--- src/rtl/midi_synth_pkg.sv ---
`default_nettype none
// ============================================================================
// Module   : midi_synth_pkg
// Purpose  : Shared MIDI status/CC constants, allocator FSM encoding, event type
// Revision : 1.0 - initial release
// ============================================================================
package midi_synth_pkg;

    localparam logic [3:0] NOTE_OFF = 4'h8;
    localparam logic [3:0] NOTE_ON  = 4'h9;
    localparam logic [3:0] CTRL     = 4'hB;

    localparam int CC_ALL_SOUND_OFF = 120;
    localparam int CC_ALL_NOTES_OFF = 123;

    localparam int         STATE_W     = 2;
    localparam logic [1:0] c_st_idle   = 2'd0;
    localparam logic [1:0] c_st_scan   = 2'd1;
    localparam logic [1:0] c_st_commit = 2'd2;

    typedef enum logic [1:0] {
        EV_NONE     = 2'd0,
        EV_NOTE_ON  = 2'd1,
        EV_NOTE_OFF = 2'd2,
        EV_ALL_OFF  = 2'd3
    } event_t;

    // Note-On with velocity 0 is the running-status idiom for Note-Off.
    function automatic event_t classify(input logic [3:0] status,
                                        input logic       vel_zero,
                                        input logic       cc_all_off);
        classify = EV_NONE;
        case (status)
            NOTE_ON:  classify = vel_zero ? EV_NOTE_OFF : EV_NOTE_ON;
            NOTE_OFF: classify = EV_NOTE_OFF;
            CTRL:     if (cc_all_off) classify = EV_ALL_OFF;
            default:  classify = EV_NONE;
        endcase
    endfunction

endpackage
`default_nettype wire

--- src/rtl/voice_age_tracker.sv ---
`default_nettype none
// ============================================================================
// Module   : voice_age_tracker
// Purpose  : LRU age permutation for the voice pool; 0 = most recent
// Revision : 1.0 - initial release
// ============================================================================
module voice_age_tracker #(
    parameter int NUM_VOICES = 4,
    parameter int IDX_W      = $clog2(NUM_VOICES)
) (
    input  logic                        sys_clk,
    input  logic                        sys_rst_n,
    input  logic                        touch_en,
    input  logic [IDX_W-1:0]            touch_idx,
    output logic [NUM_VOICES*IDX_W-1:0] ages,
    output logic [IDX_W-1:0]            oldest_idx
);

    localparam logic [IDX_W-1:0] c_oldest_age = IDX_W'(NUM_VOICES - 1);

    logic [IDX_W-1:0] r_age [NUM_VOICES];
    logic [IDX_W-1:0] w_touch_age;

    assign w_touch_age = r_age[touch_idx];

    always_ff @(posedge sys_clk or negedge sys_rst_n) begin
        if (!sys_rst_n) begin
            for (int i = 0; i < NUM_VOICES; i++) r_age[i] <= IDX_W'(i);
        end else if (touch_en) begin
            for (int i = 0; i < NUM_VOICES; i++) begin
                if (IDX_W'(i) == touch_idx)
                    r_age[i] <= '0;
                else if (r_age[i] < w_touch_age)
                    r_age[i] <= r_age[i] + IDX_W'(1);
            end
        end
    end

    generate
        for (genvar g = 0; g < NUM_VOICES; g++) begin : g_age_pack
            assign ages[g*IDX_W +: IDX_W] = r_age[g];
        end
    endgenerate

    always_comb begin
        oldest_idx = '0;
        for (int i = 0; i < NUM_VOICES; i++)
            if (r_age[i] == c_oldest_age) oldest_idx = IDX_W'(i);
    end

endmodule
`default_nettype wire

--- src/rtl/midi_voice_allocator.sv ---
`default_nettype none
// ============================================================================
// Module   : midi_voice_allocator
// Purpose  : Polyphonic free-first / oldest-steal voice allocator for MIDI
// Revision : 1.0 - initial release
// ============================================================================
module midi_voice_allocator
    import midi_synth_pkg::*;
#(
    parameter int NUM_VOICES = 4,
    parameter int BYTE_W     = 8,
    parameter int MIDI_CH    = 0,
    parameter int OMNI       = 0
) (
    input  logic                    sys_clk,
    input  logic                    sys_rst_n,
    input  logic [BYTE_W-1:0]       MIDI_CMD,
    input  logic [BYTE_W-1:0]       MIDI_DAT_0,
    input  logic [BYTE_W-1:0]       MIDI_DAT_1,
    input  logic                    DATA_READY,
    output logic [NUM_VOICES-1:0]   voice_gate,
    output logic [7*NUM_VOICES-1:0] voice_note,
    output logic [7*NUM_VOICES-1:0] voice_vel,
    output logic [NUM_VOICES-1:0]   voice_trig,
    output logic                    busy,
    output logic                    overflow
);

    localparam int               IDX_W      = $clog2(NUM_VOICES);
    localparam logic [IDX_W-1:0] c_last_idx = IDX_W'(NUM_VOICES - 1);

    // ---------------- message decode ----------------
    logic [3:0] w_status;
    logic [3:0] w_chan;
    logic       w_ch_ok;
    logic       w_vel_zero;
    logic       w_cc_all_off;
    event_t     w_event;
    logic       w_accept;
    logic       w_unused;

    assign w_status     = MIDI_CMD[BYTE_W-1 -: 4];
    assign w_chan       = MIDI_CMD[BYTE_W-5 -: 4];
    assign w_ch_ok      = (OMNI != 0) || (w_chan == 4'(MIDI_CH));
    assign w_vel_zero   = (MIDI_DAT_1[6:0] == 7'd0);
    assign w_cc_all_off = (MIDI_DAT_0 == BYTE_W'(CC_ALL_SOUND_OFF)) ||
                          (MIDI_DAT_0 == BYTE_W'(CC_ALL_NOTES_OFF));
    assign w_event      = w_ch_ok ? classify(w_status, w_vel_zero, w_cc_all_off) : EV_NONE;
    assign w_accept     = DATA_READY && (w_event != EV_NONE);
    assign w_unused     = ^MIDI_DAT_1[BYTE_W-1:7];

    // ---------------- state ----------------
    logic [STATE_W-1:0] r_state;
    logic [STATE_W-1:0] w_state_nxt;

    event_t           r_ev;
    logic [6:0]       r_note;
    logic [6:0]       r_vel;
    logic [IDX_W-1:0] r_idx;
    logic             r_match_vld;
    logic [IDX_W-1:0] r_match_idx;
    logic             r_free_vld;
    logic [IDX_W-1:0] r_free_idx;
    logic [IDX_W-1:0] r_oldest_idx;
    logic             r_overflow;

    logic [NUM_VOICES-1:0] r_gate;
    logic [NUM_VOICES-1:0] r_trig;
    logic [6:0]            r_vnote [NUM_VOICES];
    logic [6:0]            r_vvel  [NUM_VOICES];

    logic [NUM_VOICES*IDX_W-1:0] w_ages;
    logic [IDX_W-1:0]            w_age_arr [NUM_VOICES];
    logic [IDX_W-1:0]            w_oldest_idx;
    logic [IDX_W-1:0]            w_target;
    logic                        w_touch_en;

    generate
        for (genvar g = 0; g < NUM_VOICES; g++) begin : g_age_unpack
            assign w_age_arr[g] = w_ages[g*IDX_W +: IDX_W];
        end
    endgenerate

    assign w_target   = r_match_vld ? r_match_idx :
                        r_free_vld  ? r_free_idx  : r_oldest_idx;
    assign w_touch_en = (r_state == c_st_commit) && (r_ev == EV_NOTE_ON);

    voice_age_tracker #(
        .NUM_VOICES (NUM_VOICES),
        .IDX_W      (IDX_W)
    ) u_age_tracker (
        .sys_clk    (sys_clk),
        .sys_rst_n  (sys_rst_n),
        .touch_en   (w_touch_en),
        .touch_idx  (w_target),
        .ages       (w_ages),
        .oldest_idx (w_oldest_idx)
    );

    // ---------------- FSM ----------------
    always_ff @(posedge sys_clk or negedge sys_rst_n) begin
        if (!sys_rst_n) r_state <= c_st_idle;
        else            r_state <= w_state_nxt;
    end

    always_comb begin
        w_state_nxt = r_state;
        case (r_state)
            c_st_idle:   if (w_accept) w_state_nxt = c_st_scan;
            c_st_scan:   if (r_idx == c_last_idx) w_state_nxt = c_st_commit;
            c_st_commit: w_state_nxt = c_st_idle;
            default:     w_state_nxt = c_st_idle;
        endcase
    end

    // ---------------- event latch and scan ----------------
    always_ff @(posedge sys_clk or negedge sys_rst_n) begin
        if (!sys_rst_n) begin
            r_ev         <= EV_NONE;
            r_note       <= '0;
            r_vel        <= '0;
            r_idx        <= '0;
            r_match_vld  <= 1'b0;
            r_match_idx  <= '0;
            r_free_vld   <= 1'b0;
            r_free_idx   <= '0;
            r_oldest_idx <= '0;
            r_overflow   <= 1'b0;
        end else begin
            if (w_accept && (r_state != c_st_idle)) r_overflow <= 1'b1;
            case (r_state)
                c_st_idle: if (w_accept) begin
                    r_ev         <= w_event;
                    r_note       <= MIDI_DAT_0[6:0];
                    r_vel        <= MIDI_DAT_1[6:0];
                    r_idx        <= '0;
                    r_match_vld  <= 1'b0;
                    r_match_idx  <= '0;
                    r_free_vld   <= 1'b0;
                    r_free_idx   <= '0;
                    r_oldest_idx <= w_oldest_idx;
                end
                c_st_scan: begin
                    if (!r_match_vld && r_gate[r_idx] && (r_vnote[r_idx] == r_note)) begin
                        r_match_vld <= 1'b1;
                        r_match_idx <= r_idx;
                    end
                    if (!r_free_vld && !r_gate[r_idx]) begin
                        r_free_vld <= 1'b1;
                        r_free_idx <= r_idx;
                    end
                    if (w_age_arr[r_idx] == c_last_idx) r_oldest_idx <= r_idx;
                    if (r_idx != c_last_idx) r_idx <= r_idx + IDX_W'(1);
                end
                default: ;
            endcase
        end
    end

    // ---------------- voice state, updated only in COMMIT ----------------
    always_ff @(posedge sys_clk or negedge sys_rst_n) begin
        if (!sys_rst_n) begin
            r_gate <= '0;
            r_trig <= '0;
            for (int i = 0; i < NUM_VOICES; i++) begin
                r_vnote[i] <= '0;
                r_vvel[i]  <= '0;
            end
        end else begin
            r_trig <= '0;
            if (r_state == c_st_commit) begin
                case (r_ev)
                    EV_NOTE_ON: begin
                        r_gate[w_target]  <= 1'b1;
                        r_vnote[w_target] <= r_note;
                        r_vvel[w_target]  <= r_vel;
                        r_trig[w_target]  <= 1'b1;
                    end
                    EV_NOTE_OFF: if (r_match_vld) r_gate[r_match_idx] <= 1'b0;
                    EV_ALL_OFF:  r_gate <= '0;
                    default: ;
                endcase
            end
        end
    end

    generate
        for (genvar g = 0; g < NUM_VOICES; g++) begin : g_voice_pack
            assign voice_note[7*g +: 7] = r_vnote[g];
            assign voice_vel[7*g +: 7]  = r_vvel[g];
        end
    endgenerate

    assign voice_gate = r_gate;
    assign voice_trig = r_trig;
    assign busy       = (r_state != c_st_idle);
    assign overflow   = r_overflow;

endmodule
`default_nettype wire

--- config.mk ---
export PLATFORM = sky130hd
export DESIGN_NAME = midi_voice_allocator
export DESIGN_NICKNAME = d
export VERILOG_FILES = /design/src/rtl/midi_synth_pkg.sv /design/src/rtl/voice_age_tracker.sv /design/src/rtl/midi_voice_allocator.sv
export SDC_FILE = /design/constraint.sdc
export NUM_CORES = 1
export LEC_CHECK = 0
export CORE_MARGIN = 2
export CORE_UTILIZATION = 40
export DETAILED_ROUTE_END_ITERATION = 8
export HOLD_SLACK_MARGIN = 0.08
export MAX_ROUTING_LAYER = met4
export SLEW_MARGIN = 20
export SYNTH_ARGS = -nofsm -noshare
export SYNTH_HDL_FRONTEND = slang
export SYNTH_SLANG_ARGS = --single-unit
--- constraint.sdc ---
create_clock -name sys_clk -period 6.7 [get_ports sys_clk]
set_input_delay 0.67 -clock sys_clk [delete_from_list [all_inputs] [get_ports sys_clk]]
set_output_delay 0.67 -clock sys_clk [all_outputs]
set_load 0.05 [all_outputs]
==> summary.md <==
| Metric | Value |
|---|---|
| Worst path cell trace | `clkdlybuf4s50_1 -> or4_1 -> nor3_2 -> o211ai_1 -> nor2_4 -> nor3b_1 -> mux2_2` |
| DP Wirelength | `7705 um` |
| Mapped Cells | `386` |
| Placed insts | `608` |
| IO Pins | `93` |
| Worst vdd ir | `0.1216 mV` |
| Post-synthesis sequential area ratio | `between 50% and 60%` |
| Worst Path Buf+Inv | `1` |
| CTS-repair resized insts | `0` |
| Dominant cells by area after synthesis | `dfrtp_1 (51%), mux2_2 (15%), mux4_2 (4.2%)` |
| RePlAce Congestion | `0.9098` |
| Slew Viols, Final | `0` |
| CTS Buffer Depth | `2` |
| Post-Syn Area | `4777 um^2` |
| Mapped Avg Cell Area | `12.38 um^2` |
| Gr ovfl total | `0` |
| CTS Sinks | `101` |
| Skew-Pair Late Insertion Delay | `roughly 350 ps` |
| Total number of vias | `3317` |
| Mux share of post-synthesis cell area | `20.82%` |
| Syn_nets | `421` |
| Die Wd | `113.3 um` |
| Initial antenna violation count | `0` |
| Most used DFF post-synth | `dfrtp_1` |
| Die Height | `113.3 um` |
| Hold_buf cts | `0` |
| WL/cell | `18.11 um` |
| Vias in the first global route | `3471` |
| Critical path peak fanout | `24` |
| Area growth from synthesis to final layout | `26.93%` |
| Largest net degree at the start of global routing | `58` |
| Share of layout cells above drive strength 1 | `23.08%` |
| Hold WC Path Type | `primary input to asynchronous set/reset pin` |
| TNS Setup | `0 ps` |
| Total power | `roughly 1300 uW` |
| Simple-gate portion of the synthesized area | `11.21%` |
| DRC viols | `0` |
| # port buffers | `91` |
| Headroom to the max-slew limit | `29.74%` |
| Post-Synth XOR/XNOR Area | `between 1 and 1.5%` |
| Critical Path Sink Type | `register` |
| Critical path class | `primary input to register` |
| Routed wire length | `11300 um` |
| Slowest-stage cell, CP | `nor2_4` |
| Cts bufs inserted | `9` |
| Unrepaired setup endpoints after global routing | `no` |
| Achievable Freq | `342.4 MHz` |
| Top delay family on crit path | `simple AND/OR/NAND/NOR gates` |
| Crit path DAT | `~3100 ps` |
| Starting density of the core | `41.48%` |
| Async SR Flop Fraction | `100.0%` |
| Synthesis-stage register bit count | `about 100` |
| Crit share post-route | `a little over two fifths` |
| CTS tree | `built` |
| Startpoint Class | `primary input` |
| Clock skew | `about 14 ps` |
| Post-route ant nets | `0` |
| Nets | `approximately 500` |
| Clock-pin slew on the worst setup and hold paths | `about 80 ps` |
| Req. time, crit path | `6920 ps` |
| Worst slew pin tran | `between 1000 and 1500 ps` |
| Root Buffer | `clkbuf_16` |
| PwrDens | `211.7 nW/um^2` |
| Commonest cells in the synthesized netlist | `dfrtp_1 (97), mux2_2 (65), nand2_1 (39)` |
| Post-CTS setup buffer count | `0` |
| Tmin final | `2920 ps` |
| Status | `completed` |
| Crit-path max cell delay | `610 ps` |
| Final setup violation count | `0` |
| Die ar. | `12830 um^2` |
| DR pass1 iterations | `4` |
| Final Hold Viols | `0` |
| Leak | `~0.0028 uW` |
| Synth unique cells | `58` |
| Vias per std cell | `5.316` |
| Final instance count without filler cells | `624` |
| Adder-Cell Fraction of Synth Area | `2.095%` |
| WHS | `a little under 300 ps` |
| Compound-gate portion of the synthesized area | `between 7 and 8%` |
| Number of antenna diodes | `0` |
| Yosys top cell area share | `50.81%` |
| Site Rows | `39` |
| Post-synth EDFFs | `0` |
| H-tree depth | `3` |
| Synth area leader | `dfrtp_1` |
| Ys Warns | `0` |
| First DRT Iteration DRCs | `149` |
| Max-cap viol count | `0` |
| Global Route Usage Sum | `19.09%` |
| First-pass GRT wire length | `18520 um` |
| Most frequent cell after synthesis | `dfrtp_1` |
| Combinational family with the most area after synthesis | `multiplexers` |
| Core area | `between 10000 and 15000 um^2` |
## layout by cell type, fill, tap and decap left out, types with 5 or more instances in the layout
master           Yosys  layout
mux2_2              65      65
o211ai_1             6       6
clkdlybuf4s50_1      0      90
nand3_1              8       8
mux4_2               9       9
nor2_1              20      20
nand2_1             39      39
clkbuf_16            0       9
dfrtp_1             97      97
xnor2_1              5       5
mux2i_1              6       6
ha_1                 8       8
a21oi_1             10      10
inv_1               15      15
o21ai_0             18      18
## metal layers
| metal | track usage (%) | wire length (um) | up-vias |
|---|---|---|---|
| met5 | - | 0 | - |
| met3 | 4.124 | 453 | 11 |
| met4 | 6.585 | 201 | 0 |
| li1 | - | - | 1571 |
| met1 | 25.27 | 5281 | 1668 |
| met2 | 29.30 | 5363 | 67 |
## worst reg2reg max path, cell delays in order, from the launching register on
cell,delay [ps]
dfrtp_1,440
mux2i_1,190
o21ai_2,410
mux4_2,550
inv_1,170
ha_1,280
nor3b_1,240
o21ai_0,180
o211ai_1,160
nand2_1,70
## final cells by class
class                   count  area (um^2)
inverters                  16        60.06
fillers                  1016         5453
flip-flops and latches    101         2532
repair buffers             93        923.4
well taps                 143        178.9
clock inverters             7        68.82
multi-input cells         255         2074
clock buffers               9        225.2
## final timing paths
kind	start	to	slack (ps)	depth (start not counted)
max in group asynchronous	sys_rst_n	r_match_idx[1]$_DFFE_PN0P_	5250	2
min in group sys_clk	overflow$_DFFE_PN0P_	overflow$_DFFE_PN0P_	480	1
worst max register to register	r_free_vld$_DFFE_PN0P_	u_age_tracker.ages[0]$_DFFE_PN0P_	3920	9
worst min-delay path	sys_rst_n	voice_vel[18]$_DFFE_PN0P_	300	1
worst max-delay path	MIDI_CMD[1]	r_oldest_idx[0]$_DFFE_PN0P_	3780	7
worst min register to register	overflow$_DFFE_PN0P_	overflow$_DFFE_PN0P_	480	1
## metrics by stage
| stage | cell area [um^2] | setup slack (ps) | util, % |
|---|---|---|---|
| 2_1_floorplan | 4777 | 4274 | - |
| 3_3_place_gp | 5769 | 3428 | 50.10 |
| 3_5_place_dp | 5769 | 3397 | 50.10 |
| 4_1_cts | 6063 | 3767 | 52.65 |
| 5_1_grt | 6063 | 3614 | 52.65 |
| 6_report | 6063 | 3780 | 52.65 |
## where the power goes
group	switching, uW	internal (uW)
Clock	249	262
Sequential	27.3	623
Combinational	64.9	57.8
Total	341	942
## flip-flops by register name (all words and copies together) (netlist names)
signal / cells
overflow: 1
r_free_idx: 2
r_ev: 2
r_state: 2
u_age_tracker.ages: 8
r_match_vld: 1
voice_gate: 4
voice_note: 28
voice_vel: 28
r_oldest_idx: 2
r_idx: 2
r_note: 7
r_free_vld: 1
voice_trig: 4
r_match_idx: 2
r_vel: 7
## cell families (layout without fill, tap and decap cells)
group	count (synthesis)	after routing
adder cells (fa/ha/maj)	8	8
AO/OA/AOI/OAI	56	56
buffers and inverters	30	125
AND/OR/NAND/NOR	103	103
multiplexers	80	80
XOR/XNOR	8	8
flip-flops	101	101
Note: power is estimated with default switching activity, not from simulation.
